### src/rtl/cseq_pkg.sv
// Shared opcodes, ALU codes, state encoding and control vector for the control sequencer.
package cseq_pkg;

  localparam int unsigned OPC_BITS = 5;
  localparam int unsigned ALU_BITS = 5;

  localparam logic [OPC_BITS-1:0] OPC_LD   = 5'b00000;
  localparam logic [OPC_BITS-1:0] OPC_LDI  = 5'b00001;
  localparam logic [OPC_BITS-1:0] OPC_ST   = 5'b00010;
  localparam logic [OPC_BITS-1:0] OPC_ADDI = 5'b01100;
  localparam logic [OPC_BITS-1:0] OPC_ANDI = 5'b01101;
  localparam logic [OPC_BITS-1:0] OPC_ORI  = 5'b01110;
  localparam logic [OPC_BITS-1:0] OPC_NOP  = 5'b11010;
  localparam logic [OPC_BITS-1:0] OPC_HALT = 5'b11011;

  localparam logic [ALU_BITS-1:0] ALU_ADD = 5'b00011;
  localparam logic [ALU_BITS-1:0] ALU_AND = 5'b00101;
  localparam logic [ALU_BITS-1:0] ALU_OR  = 5'b00110;

  typedef enum logic [1:0] {
    ST_IDLE   = 2'd0,
    ST_RUN    = 2'd1,
    ST_HALTED = 2'd2
  } state_e;

  // Datapath strobes plus sequencing flags (last step of instruction, halt request).
  typedef struct packed {
    logic pc_out;
    logic mar_in;
    logic inc_pc;
    logic z_in;
    logic zlow_out;
    logic pc_in;
    logic read;
    logic mdr_in;
    logic mdr_out;
    logic ir_in;
    logic grb;
    logic ba_out;
    logic y_in;
    logic c_out;
    logic gra;
    logic rin;
    logic rout;
    logic write;
    logic illegal;
    logic last;
    logic halt;
  } ctrl_t;

endpackage

### src/rtl/control_sequencer_if.sv
// Sequencer <-> datapath control bundle; master is the sequencer side.
interface control_sequencer_if #(
  parameter int unsigned STEP_W = 4,
  parameter int unsigned OPC_W  = 5,
  parameter int unsigned ALU_W  = 5
);
  logic              run;
  logic [OPC_W-1:0]  ir_opcode;
  logic              mem_rdy;
  logic PC_out, MAR_in, IncPC, Z_in, Zlow_out, PC_in, Read, MDR_in, MDR_out;
  logic IR_in, Grb, BAout, Y_in, C_out, Gra, Rin, Rout, Write;
  logic [ALU_W-1:0]  alu_instruction_bits;
  logic [STEP_W-1:0] step;
  logic              busy;
  logic              halted;
  logic              illegal;

  modport master (
    input  run, ir_opcode, mem_rdy,
    output PC_out, MAR_in, IncPC, Z_in, Zlow_out, PC_in, Read, MDR_in, MDR_out,
           IR_in, Grb, BAout, Y_in, C_out, Gra, Rin, Rout, Write,
           alu_instruction_bits, step, busy, halted, illegal
  );

  modport slave (
    output run, ir_opcode, mem_rdy,
    input  PC_out, MAR_in, IncPC, Z_in, Zlow_out, PC_in, Read, MDR_in, MDR_out,
           IR_in, Grb, BAout, Y_in, C_out, Gra, Rin, Rout, Write,
           alu_instruction_bits, step, busy, halted, illegal
  );
endinterface

### src/rtl/cseq_decode.sv
// Combinational decode of (state, step, opcode) into the control vector and ALU select.
module cseq_decode
  import cseq_pkg::*;
#(
  parameter int unsigned STEP_W = 4,
  parameter int unsigned OPC_W  = 5,
  parameter int unsigned ALU_W  = 5
) (
  input  state_e            state,
  input  logic [STEP_W-1:0] step,
  input  logic [OPC_W-1:0]  opc,
  output ctrl_t             ctl_c,
  output logic [ALU_W-1:0]  alu_c
);

  logic is_ld, is_ldi, is_st, is_addi, is_andi, is_ori, is_nop, is_halt, is_imm;

  always_comb begin
    is_ld   = (opc == OPC_W'(OPC_LD));
    is_ldi  = (opc == OPC_W'(OPC_LDI));
    is_st   = (opc == OPC_W'(OPC_ST));
    is_addi = (opc == OPC_W'(OPC_ADDI));
    is_andi = (opc == OPC_W'(OPC_ANDI));
    is_ori  = (opc == OPC_W'(OPC_ORI));
    is_nop  = (opc == OPC_W'(OPC_NOP));
    is_halt = (opc == OPC_W'(OPC_HALT));
    is_imm  = is_addi | is_andi | is_ori;
  end

  // Anything outside RUN decodes to all-zero controls.
  always_comb begin
    ctl_c = '0;
    alu_c = '0;
    if (state == ST_RUN) begin
      case (step)
        STEP_W'(0): begin
          ctl_c.pc_out = 1'b1; ctl_c.mar_in = 1'b1; ctl_c.inc_pc = 1'b1; ctl_c.z_in = 1'b1;
        end
        STEP_W'(1): begin
          ctl_c.zlow_out = 1'b1; ctl_c.pc_in = 1'b1; ctl_c.read = 1'b1; ctl_c.mdr_in = 1'b1;
        end
        STEP_W'(2): begin
          ctl_c.mdr_out = 1'b1; ctl_c.ir_in = 1'b1;
        end
        STEP_W'(3): begin
          if (is_ld || is_st || is_ldi) begin
            ctl_c.grb = 1'b1; ctl_c.ba_out = 1'b1; ctl_c.y_in = 1'b1;
          end else if (is_imm) begin
            ctl_c.grb = 1'b1; ctl_c.rout = 1'b1; ctl_c.y_in = 1'b1;
          end else if (is_halt) begin
            ctl_c.halt = 1'b1;
          end else begin
            ctl_c.last    = 1'b1;
            ctl_c.illegal = !is_nop;
          end
        end
        STEP_W'(4): begin
          ctl_c.c_out = 1'b1; ctl_c.z_in = 1'b1;
          alu_c = is_andi ? ALU_W'(ALU_AND) : (is_ori ? ALU_W'(ALU_OR) : ALU_W'(ALU_ADD));
        end
        STEP_W'(5): begin
          ctl_c.zlow_out = 1'b1;
          if (is_ld || is_st) begin
            ctl_c.mar_in = 1'b1;
          end else begin
            ctl_c.gra = 1'b1; ctl_c.rin = 1'b1; ctl_c.last = 1'b1;
          end
        end
        STEP_W'(6): begin
          ctl_c.mdr_in = 1'b1;
          ctl_c.read   = is_ld;
          ctl_c.gra    = is_st;
          ctl_c.rout   = is_st;
        end
        STEP_W'(7): begin
          ctl_c.mdr_out = is_ld;
          ctl_c.gra     = is_ld;
          ctl_c.rin     = is_ld;
          ctl_c.write   = is_st;
          ctl_c.last    = 1'b1;
        end
        // Unreachable steps terminate the instruction rather than wrap.
        default: ctl_c.last = 1'b1;
      endcase
    end
  end

endmodule

### src/rtl/control_sequencer.sv
// Hardwired T-step control sequencer. Optional memory handshaking: CSEQ_MEM_WAIT_EN.
module control_sequencer
  import cseq_pkg::*;
#(
  parameter int unsigned STEP_W = 4,
  parameter int unsigned OPC_W  = 5,
  parameter int unsigned ALU_W  = 5
) (
  input  logic                clk,
  input  logic                clr,
  control_sequencer_if.master cs
);

  state_e            state_q, state_d;
  logic [STEP_W-1:0] step_q, step_d;
  logic [OPC_W-1:0]  opc_q, opc_d;
  ctrl_t             ctl_q, ctl_c;
  logic [ALU_W-1:0]  alu_q, alu_c;
  logic              busy_q, halted_q;
  logic              advance_c;

`ifdef CSEQ_MEM_WAIT_EN
  assign advance_c = !(ctl_q.read || ctl_q.write) || cs.mem_rdy;
`else
  logic unused_mem_rdy_c;
  assign unused_mem_rdy_c = cs.mem_rdy;
  assign advance_c = 1'b1;
`endif

  // Next state; the opcode is captured only when leaving T2.
  always_comb begin
    state_d = state_q;
    step_d  = step_q;
    opc_d   = opc_q;
    case (state_q)
      ST_IDLE: begin
        if (cs.run) begin
          state_d = ST_RUN;
          step_d  = '0;
        end
      end
      ST_RUN: begin
        if (advance_c) begin
          if (ctl_q.halt) begin
            state_d = ST_HALTED;
            step_d  = '0;
          end else if (ctl_q.last) begin
            step_d = '0;
            if (!cs.run) state_d = ST_IDLE;
          end else begin
            step_d = step_q + STEP_W'(1);
            if (step_q == STEP_W'(2)) opc_d = cs.ir_opcode;
          end
        end
      end
      default: ;
    endcase
  end

  // Decoding the next state lets the strobes come straight from flops.
  cseq_decode #(.STEP_W(STEP_W), .OPC_W(OPC_W), .ALU_W(ALU_W)) u_decode (
    .state (state_d),
    .step  (step_d),
    .opc   (opc_d),
    .ctl_c (ctl_c),
    .alu_c (alu_c)
  );

  always_ff @(posedge clk or negedge clr) begin
    if (!clr) begin
      state_q  <= ST_IDLE;
      step_q   <= '0;
      opc_q    <= '0;
      ctl_q    <= '0;
      alu_q    <= '0;
      busy_q   <= 1'b0;
      halted_q <= 1'b0;
    end else begin
      state_q  <= state_d;
      step_q   <= step_d;
      opc_q    <= opc_d;
      ctl_q    <= ctl_c;
      alu_q    <= alu_c;
      busy_q   <= (state_d == ST_RUN);
      halted_q <= (state_d == ST_HALTED);
    end
  end

  assign cs.PC_out   = ctl_q.pc_out;
  assign cs.MAR_in   = ctl_q.mar_in;
  assign cs.IncPC    = ctl_q.inc_pc;
  assign cs.Z_in     = ctl_q.z_in;
  assign cs.Zlow_out = ctl_q.zlow_out;
  assign cs.PC_in    = ctl_q.pc_in;
  assign cs.Read     = ctl_q.read;
  assign cs.MDR_in   = ctl_q.mdr_in;
  assign cs.MDR_out  = ctl_q.mdr_out;
  assign cs.IR_in    = ctl_q.ir_in;
  assign cs.Grb      = ctl_q.grb;
  assign cs.BAout    = ctl_q.ba_out;
  assign cs.Y_in     = ctl_q.y_in;
  assign cs.C_out    = ctl_q.c_out;
  assign cs.Gra      = ctl_q.gra;
  assign cs.Rin      = ctl_q.rin;
  assign cs.Rout     = ctl_q.rout;
  assign cs.Write    = ctl_q.write;
  assign cs.illegal  = ctl_q.illegal;
  assign cs.alu_instruction_bits = alu_q;
  assign cs.step     = step_q;
  assign cs.busy     = busy_q;
  assign cs.halted   = halted_q;

endmodule

### src/flat_wrapper.sv
// flat-port wrapper written by rule: the top's interface ports become plain ports
module control_sequencer_flat import cseq_pkg::*;
#(
  parameter int unsigned STEP_W = 4,
  parameter int unsigned OPC_W  = 5,
  parameter int unsigned ALU_W  = 5
)
  (clk, clr, cs_run, cs_ir_opcode, cs_mem_rdy, cs_PC_out, cs_MAR_in, cs_IncPC, cs_Z_in, cs_Zlow_out, cs_PC_in, cs_Read, cs_MDR_in, cs_MDR_out, cs_IR_in, cs_Grb, cs_BAout, cs_Y_in, cs_C_out, cs_Gra, cs_Rin, cs_Rout, cs_Write, cs_alu_instruction_bits, cs_step, cs_busy, cs_halted, cs_illegal);
  control_sequencer_if #(.STEP_W(STEP_W), .OPC_W(OPC_W), .ALU_W(ALU_W)) cs_i ();
  input  logic clk;
  input  logic clr;
  input wire logic [$bits(cs_i.run)-1:0] cs_run;
  input wire logic [$bits(cs_i.ir_opcode)-1:0] cs_ir_opcode;
  input wire logic [$bits(cs_i.mem_rdy)-1:0] cs_mem_rdy;
  output wire logic [$bits(cs_i.PC_out)-1:0] cs_PC_out;
  output wire logic [$bits(cs_i.MAR_in)-1:0] cs_MAR_in;
  output wire logic [$bits(cs_i.IncPC)-1:0] cs_IncPC;
  output wire logic [$bits(cs_i.Z_in)-1:0] cs_Z_in;
  output wire logic [$bits(cs_i.Zlow_out)-1:0] cs_Zlow_out;
  output wire logic [$bits(cs_i.PC_in)-1:0] cs_PC_in;
  output wire logic [$bits(cs_i.Read)-1:0] cs_Read;
  output wire logic [$bits(cs_i.MDR_in)-1:0] cs_MDR_in;
  output wire logic [$bits(cs_i.MDR_out)-1:0] cs_MDR_out;
  output wire logic [$bits(cs_i.IR_in)-1:0] cs_IR_in;
  output wire logic [$bits(cs_i.Grb)-1:0] cs_Grb;
  output wire logic [$bits(cs_i.BAout)-1:0] cs_BAout;
  output wire logic [$bits(cs_i.Y_in)-1:0] cs_Y_in;
  output wire logic [$bits(cs_i.C_out)-1:0] cs_C_out;
  output wire logic [$bits(cs_i.Gra)-1:0] cs_Gra;
  output wire logic [$bits(cs_i.Rin)-1:0] cs_Rin;
  output wire logic [$bits(cs_i.Rout)-1:0] cs_Rout;
  output wire logic [$bits(cs_i.Write)-1:0] cs_Write;
  output wire logic [$bits(cs_i.alu_instruction_bits)-1:0] cs_alu_instruction_bits;
  output wire logic [$bits(cs_i.step)-1:0] cs_step;
  output wire logic [$bits(cs_i.busy)-1:0] cs_busy;
  output wire logic [$bits(cs_i.halted)-1:0] cs_halted;
  output wire logic [$bits(cs_i.illegal)-1:0] cs_illegal;
  assign cs_i.run = cs_run;
  assign cs_i.ir_opcode = cs_ir_opcode;
  assign cs_i.mem_rdy = cs_mem_rdy;
  assign cs_PC_out = cs_i.PC_out;
  assign cs_MAR_in = cs_i.MAR_in;
  assign cs_IncPC = cs_i.IncPC;
  assign cs_Z_in = cs_i.Z_in;
  assign cs_Zlow_out = cs_i.Zlow_out;
  assign cs_PC_in = cs_i.PC_in;
  assign cs_Read = cs_i.Read;
  assign cs_MDR_in = cs_i.MDR_in;
  assign cs_MDR_out = cs_i.MDR_out;
  assign cs_IR_in = cs_i.IR_in;
  assign cs_Grb = cs_i.Grb;
  assign cs_BAout = cs_i.BAout;
  assign cs_Y_in = cs_i.Y_in;
  assign cs_C_out = cs_i.C_out;
  assign cs_Gra = cs_i.Gra;
  assign cs_Rin = cs_i.Rin;
  assign cs_Rout = cs_i.Rout;
  assign cs_Write = cs_i.Write;
  assign cs_alu_instruction_bits = cs_i.alu_instruction_bits;
  assign cs_step = cs_i.step;
  assign cs_busy = cs_i.busy;
  assign cs_halted = cs_i.halted;
  assign cs_illegal = cs_i.illegal;
  control_sequencer #(.STEP_W(STEP_W), .OPC_W(OPC_W), .ALU_W(ALU_W)) u_core (.clk(clk), .clr(clr), .cs(cs_i));
endmodule
### config.mk
export PLATFORM = sky130hd
export DESIGN_NAME = control_sequencer_flat
export DESIGN_NICKNAME = d
export VERILOG_FILES = /design/src/rtl/cseq_pkg.sv /design/src/rtl/control_sequencer_if.sv /design/src/rtl/cseq_decode.sv /design/src/rtl/control_sequencer.sv /design/src/flat_wrapper.sv
export SDC_FILE = /design/constraint.sdc
export NUM_CORES = 1
export LEC_CHECK = 0
export CAP_MARGIN = 20
export CELL_PAD_IN_SITES_DETAIL_PLACEMENT = 1
export CELL_PAD_IN_SITES_GLOBAL_PLACEMENT = 1
export CORE_MARGIN = 2
export CORE_UTILIZATION = 35
export CTS_CLUSTER_DIAMETER = 30
export DETAILED_ROUTE_END_ITERATION = 8
export PLACE_DENSITY_LB_ADDON = 0.1
export SYNTH_ARGS = -nofsm -noshare
export SYNTH_HDL_FRONTEND = slang
export SYNTH_SLANG_ARGS = --single-unit
### constraint.sdc
create_clock -name clk -period 2.2 [get_ports clk]
set_input_delay 0.22 -clock clk [delete_from_list [all_inputs] [get_ports clk]]
set_output_delay 0.22 -clock clk [all_outputs]
set_load 0.1 [all_outputs]
[After elaboration in Yosys (flattened, before gate mapping)]
Cells that the tools add are included.
Cells by class
  reduce and logical (&&, ||, !) cells: 9
  equal/unequal tests: 18
  bitwise logic cells: 2
  $add $sub $neg: 1
  muxes and demuxes: 46
Operator list (count)
  21-bit 2-to-1 mux: 1
  3-bit 2-to-1 mux: 7
  5-bit 2-to-1 mux: 4
  4-bit by 3-bit equality test with 1-bit output (second input constant): 4
  1-bit 2-to-1 mux: 16
  5-bit by 4-bit equality test with 1-bit output (second input constant): 3
  4-bit by 2-bit equality test with 1-bit output (second input constant): 3
  2-bit 2-to-1 mux: 6
  4-bit 2-to-1 mux: 3
  5-bit equality test (second input constant): 2
  1-bit one-hot mux with 2 select lines: 4
  2-bit one-hot mux with 2 select lines: 2
  4-bit one-hot mux with 2 select lines: 1
  1-bit one-hot mux with 3 select lines: 2
  5-bit by 1-bit equality test with 1-bit output (second input constant): 1
  5-bit by 2-bit equality test with 1-bit output (second input constant): 1
  5-bit logical NOT: 1
  5-bit OR reduction: 1
  4-bit by 1-bit adder with 4-bit output (second input constant): 1
  2-bit by 1-bit equality test with 1-bit output (second input constant): 2
  4-bit by 1-bit equality test with 1-bit output (second input constant): 1
  4-bit logical NOT: 1
  2-bit OR reduction: 2
  2-bit equality test (second input constant): 1
  4 further kinds: 6
Storage, ports and cells
  input port bits: 9
  register bits: 37
  output and inout bits: 30
  logic and storage cells: 103

[Logic depth before layout (Yosys ltp)]
  word-level depth: 12
  mapped depth: 8
  gate-level depth less buffers: 7

[Cells and area by module]
A second synthesis with hierarchy kept.
Unflattened totals
  cells, all modules: 148
  area total of the unflattened synthesis: 1667.8 um^2
Modules (own cells, without submodules)
  control_sequencer: seq. area each 975.9 um^2, cells each 76, instances 1, area an instance 1234.9 um^2
  cseq_decode: seq. area each 0.0 um^2, cells each 72, instances 1, area an instance 432.9 um^2

[Worst setup path after synthesis]
Ideal clock, no wire load.
  kind: register to register
  start: register u_core.step_q[0], in the netlist u_core.cs.step[0]
  end: register u_core.ctl_q[1] (netlist bit)
  setup time: 0.083 ns
  cell stages (with the launch flop): 8
  period minus slack after synthesis: 2.713 ns
  path slack: -0.513 ns
  buffers on the path: 1
  data arrival time: 2.630 ns
  path through: dfrtp_1 > clkbuf_1 > inv_1 > ha_1 > o21ai_0 > nand2_1 > or4_1 > a31oi_1
RTL lines
  start: declaration: RTL line control_sequencer.sv:15  | logic [STEP_W-1:0] step_q, step_d;
  start signal: assignment: RTL line control_sequencer.sv:80  | step_q <= step_d;
  end signal: assignment: RTL line control_sequencer.sv:82  | ctl_q <= ctl_c;
  end: declaration: RTL line control_sequencer.sv:17  | ctrl_t ctl_q, ctl_c;

==> results.yml <==
outcome:
  outcome: "complete, no violations"
critical_path:
  cp-start-kind: "flop"
  crit_arrival_ps: 2310
  required_ps: 2400
  crit_chain: "or4b_1 -> buf_4 -> or3_1 -> o21ai_1 -> a31oi_1 -> a31oi_1"
  crit_slowest_cell: "or4b_1"
  end_kind: "flop"
  cp_slowest_stage_delay_ps: 580
  critPathMaxFanout: 5
  crit_type: "flop to flop"
  cpMostUsedCell: "a31oi_1"
route:
  drtPass1Iterations: 4
  ant_nets: 0
  routed_wl_mm: 4.526
  vias: 1481
  drt_iter0_markers: 89
  avgViaCountPerCell: 5.160
  detail_route.wl_per_cell_um: 15.77
  drc: 0
cells_and_area:
  final_common_cell: "buf_4"
  syn_to_final_growth_pct: 30.88
  drive_above_1_share_pct: 30.91
  fill_cells: 570
  layout_common_cells: "38 x buf_4, 30 x dfrtp_1, 18 x nand2_1, 11 x a21oi_1, 10 x nor2_1"
  antennaDiodeCount: 0
  fin_nets: 230
clocking:
  clockBufferDepth: 2
  cts-root-buf: "clkbuf_8"
  cts_made_buffers: 5
  ctsResizeCount: 0
  post_cts_buffers: 0
  clkSinkCount: 35
  ctsHoldBuffers: 0
  cts_tree: "built"
  path_clk_slew_ps: 70
  cts.htree.levels: 2
  worstSkewPairLatency_ps: 280
synthesis:
  synth_area_leaders: "dfrtp_1 49%, nand2_1 3.8%, mux2i_1 3.4%, mux2_2 3.2%, a21oi_1 3.1%"
  syn_avg_cell_area_um2: 10.25
  ys_types: 44
  syn_area_mm2: 0.001783
  seq_area_frac_synth_pct: 49.12
  synth_top_area_cell: "dfrtp_1"
  async_reset_ff_share_pct: 100.0
  synth_edf_count: 0
  ys.flop_type: "dfrtp_1"
  netlist_instances: 174
  yosysTopAreaCellShare_pct: 49.12
  yosys_register_bits: 35
  yosysWarnings: 0
sta:
  finalSetupViolations: 0
  finalClockSkew_ps: 6.360
  min_period_ps: 2108
  slew_viol_final: 0
  setup_tns_ps: 0
  fin_ws_ps: 91.65
  period_share_pct: 95.83
  hold_violations: 0
  fmax_ghz: 0.4743
  rsz0062_at_grt: "false"
grt:
  grt_pass1_vias: 1565
  grt_antenna_before_repair: 0
  grt_max_degree: 36
  grt_pass1_wl_mm: 7.721
  overflow: 0
  grt.total_usage_pct: 18.19
place:
  place_ws_ps: 72.25
  io_buffers: 35
  globalplace.congestion: 0.8559
  dp_hpwl_mm: 3.463
floorplanning:
  coreArea_mm2: 0.004817
  io_pins: 39
  start_util_pct: 37.01
  dieArea_mm2: 0.005681
  die_width_um: 75.38
  rows: 25
  die_y_um: 75.38
min_path:
  hold_class: "primary input to async pin"
flow_run:
  max_cap_viol_count: 0
==> cells in the mapped netlist (all sizes together) (2+ instances only) <==
library cell	instances
dfrtp	35
nand2	18
a21oi	11
nor2	10
inv	9
nand3	8
mux2i	7
nor3	7
mux2	6
buf	5
nand3b	5
a211oi	4
a31oi	4
nor4	4
o21ai	4
clkbuf	3
nand2b	3
or3	3
ha	2
nor2b	2
o21bai	2
o31ai	2
o32ai	2
xor2	2
==> critical path, delay by kind of cell (launching register included) <==
family	cells	cell delay (ps)
flip-flops	1	440
AO/OA/AOI/OAI	3	480
AND/OR/NAND/NOR	2	920
buffers and inverters	1	180
==> stage by stage <==
step | utilization [%] | instances | instance area (um2) | hold WS, ps
after floorplan | - | 175 | 1819 | -75.59
after global placement | 45.66 | 279 | 2200 | 589.3
after detailed placement | 45.66 | 279 | 2200 | 622.0
after CTS | 48.10 | 287 | 2317 | 367.1
after global routing | 48.44 | 287 | 2333 | 408.8
final | 48.44 | 287 | 2333 | 355.9
==> per-layer routing <==
layer	vias up	share of wire [%]	track usage, %
met5	-	0	0
met1	740	40	22.14
met4	0	0.91	4.678
met2	28	55	32.95
met3	4	3.8	3.571
li1	709	-	-
==> final timing paths <==
| kind | depth (start not counted) | to | from | slack, ps |
|---|---|---|---|---|
| worst max-delay path | 6 | u_core.ctl_q[1]$_DFF_PN0_ | u_core.ctl_q[0]$_DFF_PN0_ | 90 |
| worst min-delay path | 2 | u_core.cs.Rin$_DFF_PN0_ | clr | 360 |
| worst max register to register | 6 | u_core.ctl_q[1]$_DFF_PN0_ | u_core.ctl_q[0]$_DFF_PN0_ | 90 |
| worst min register to register | 1 | u_core.cs.halted$_DFF_PN0_ | u_core.state_q[0]$_DFF_PN0_ | 600 |
| max in group asynchronous | 2 | u_core.cs.step[0]$_DFF_PN0_ | clr | 1500 |
| min in group clk | 1 | u_core.cs.halted$_DFF_PN0_ | u_core.state_q[0]$_DFF_PN0_ | 600 |
==> registers in the layout, indices dropped and copies added, names as in the netlist, 2 cells and up <==
register                        cells
u_core.opc_q                        5
u_core.cs.step                      4
u_core.cs.alu_instruction_bits      3
u_core.ctl_q                        2
u_core.state_q                      2
==> cell type report <==
class / instances / area [um2] / area share, %
clock inverter: 2 / 35.03 / 1.501
sequential: 35 / 887.1 / 38.02
tap: 67 / 83.83 / 3.592
multi-input combinational: 123 / 855.8 / 36.68
timing repair buffer: 45 / 355.3 / 15.23
inverter: 9 / 33.78 / 1.448
clock buffer: 6 / 82.58 / 3.539
==> cell families (layout without fill, tap and decap cells) <==
logic type               Yosys count  in the layout  synth area share (%)
AND/OR/NAND/NOR                   67             67                 21.12
AO/OA/AOI/OAI                     36             36                 13.40
flip-flops                        35             35                 49.12
buffers and inverters             17             62                 4.632
multiplexers                      13             13                 8.631
XOR/XNOR                           3              3                 1.474
adder cells (fa/ha/maj)            2              2                 1.403
other                              1              2                0.2103
Power is left out: the tool's default activity adds up to more than one toggle a clock period on the data nets, which glitch-free logic cannot reach.
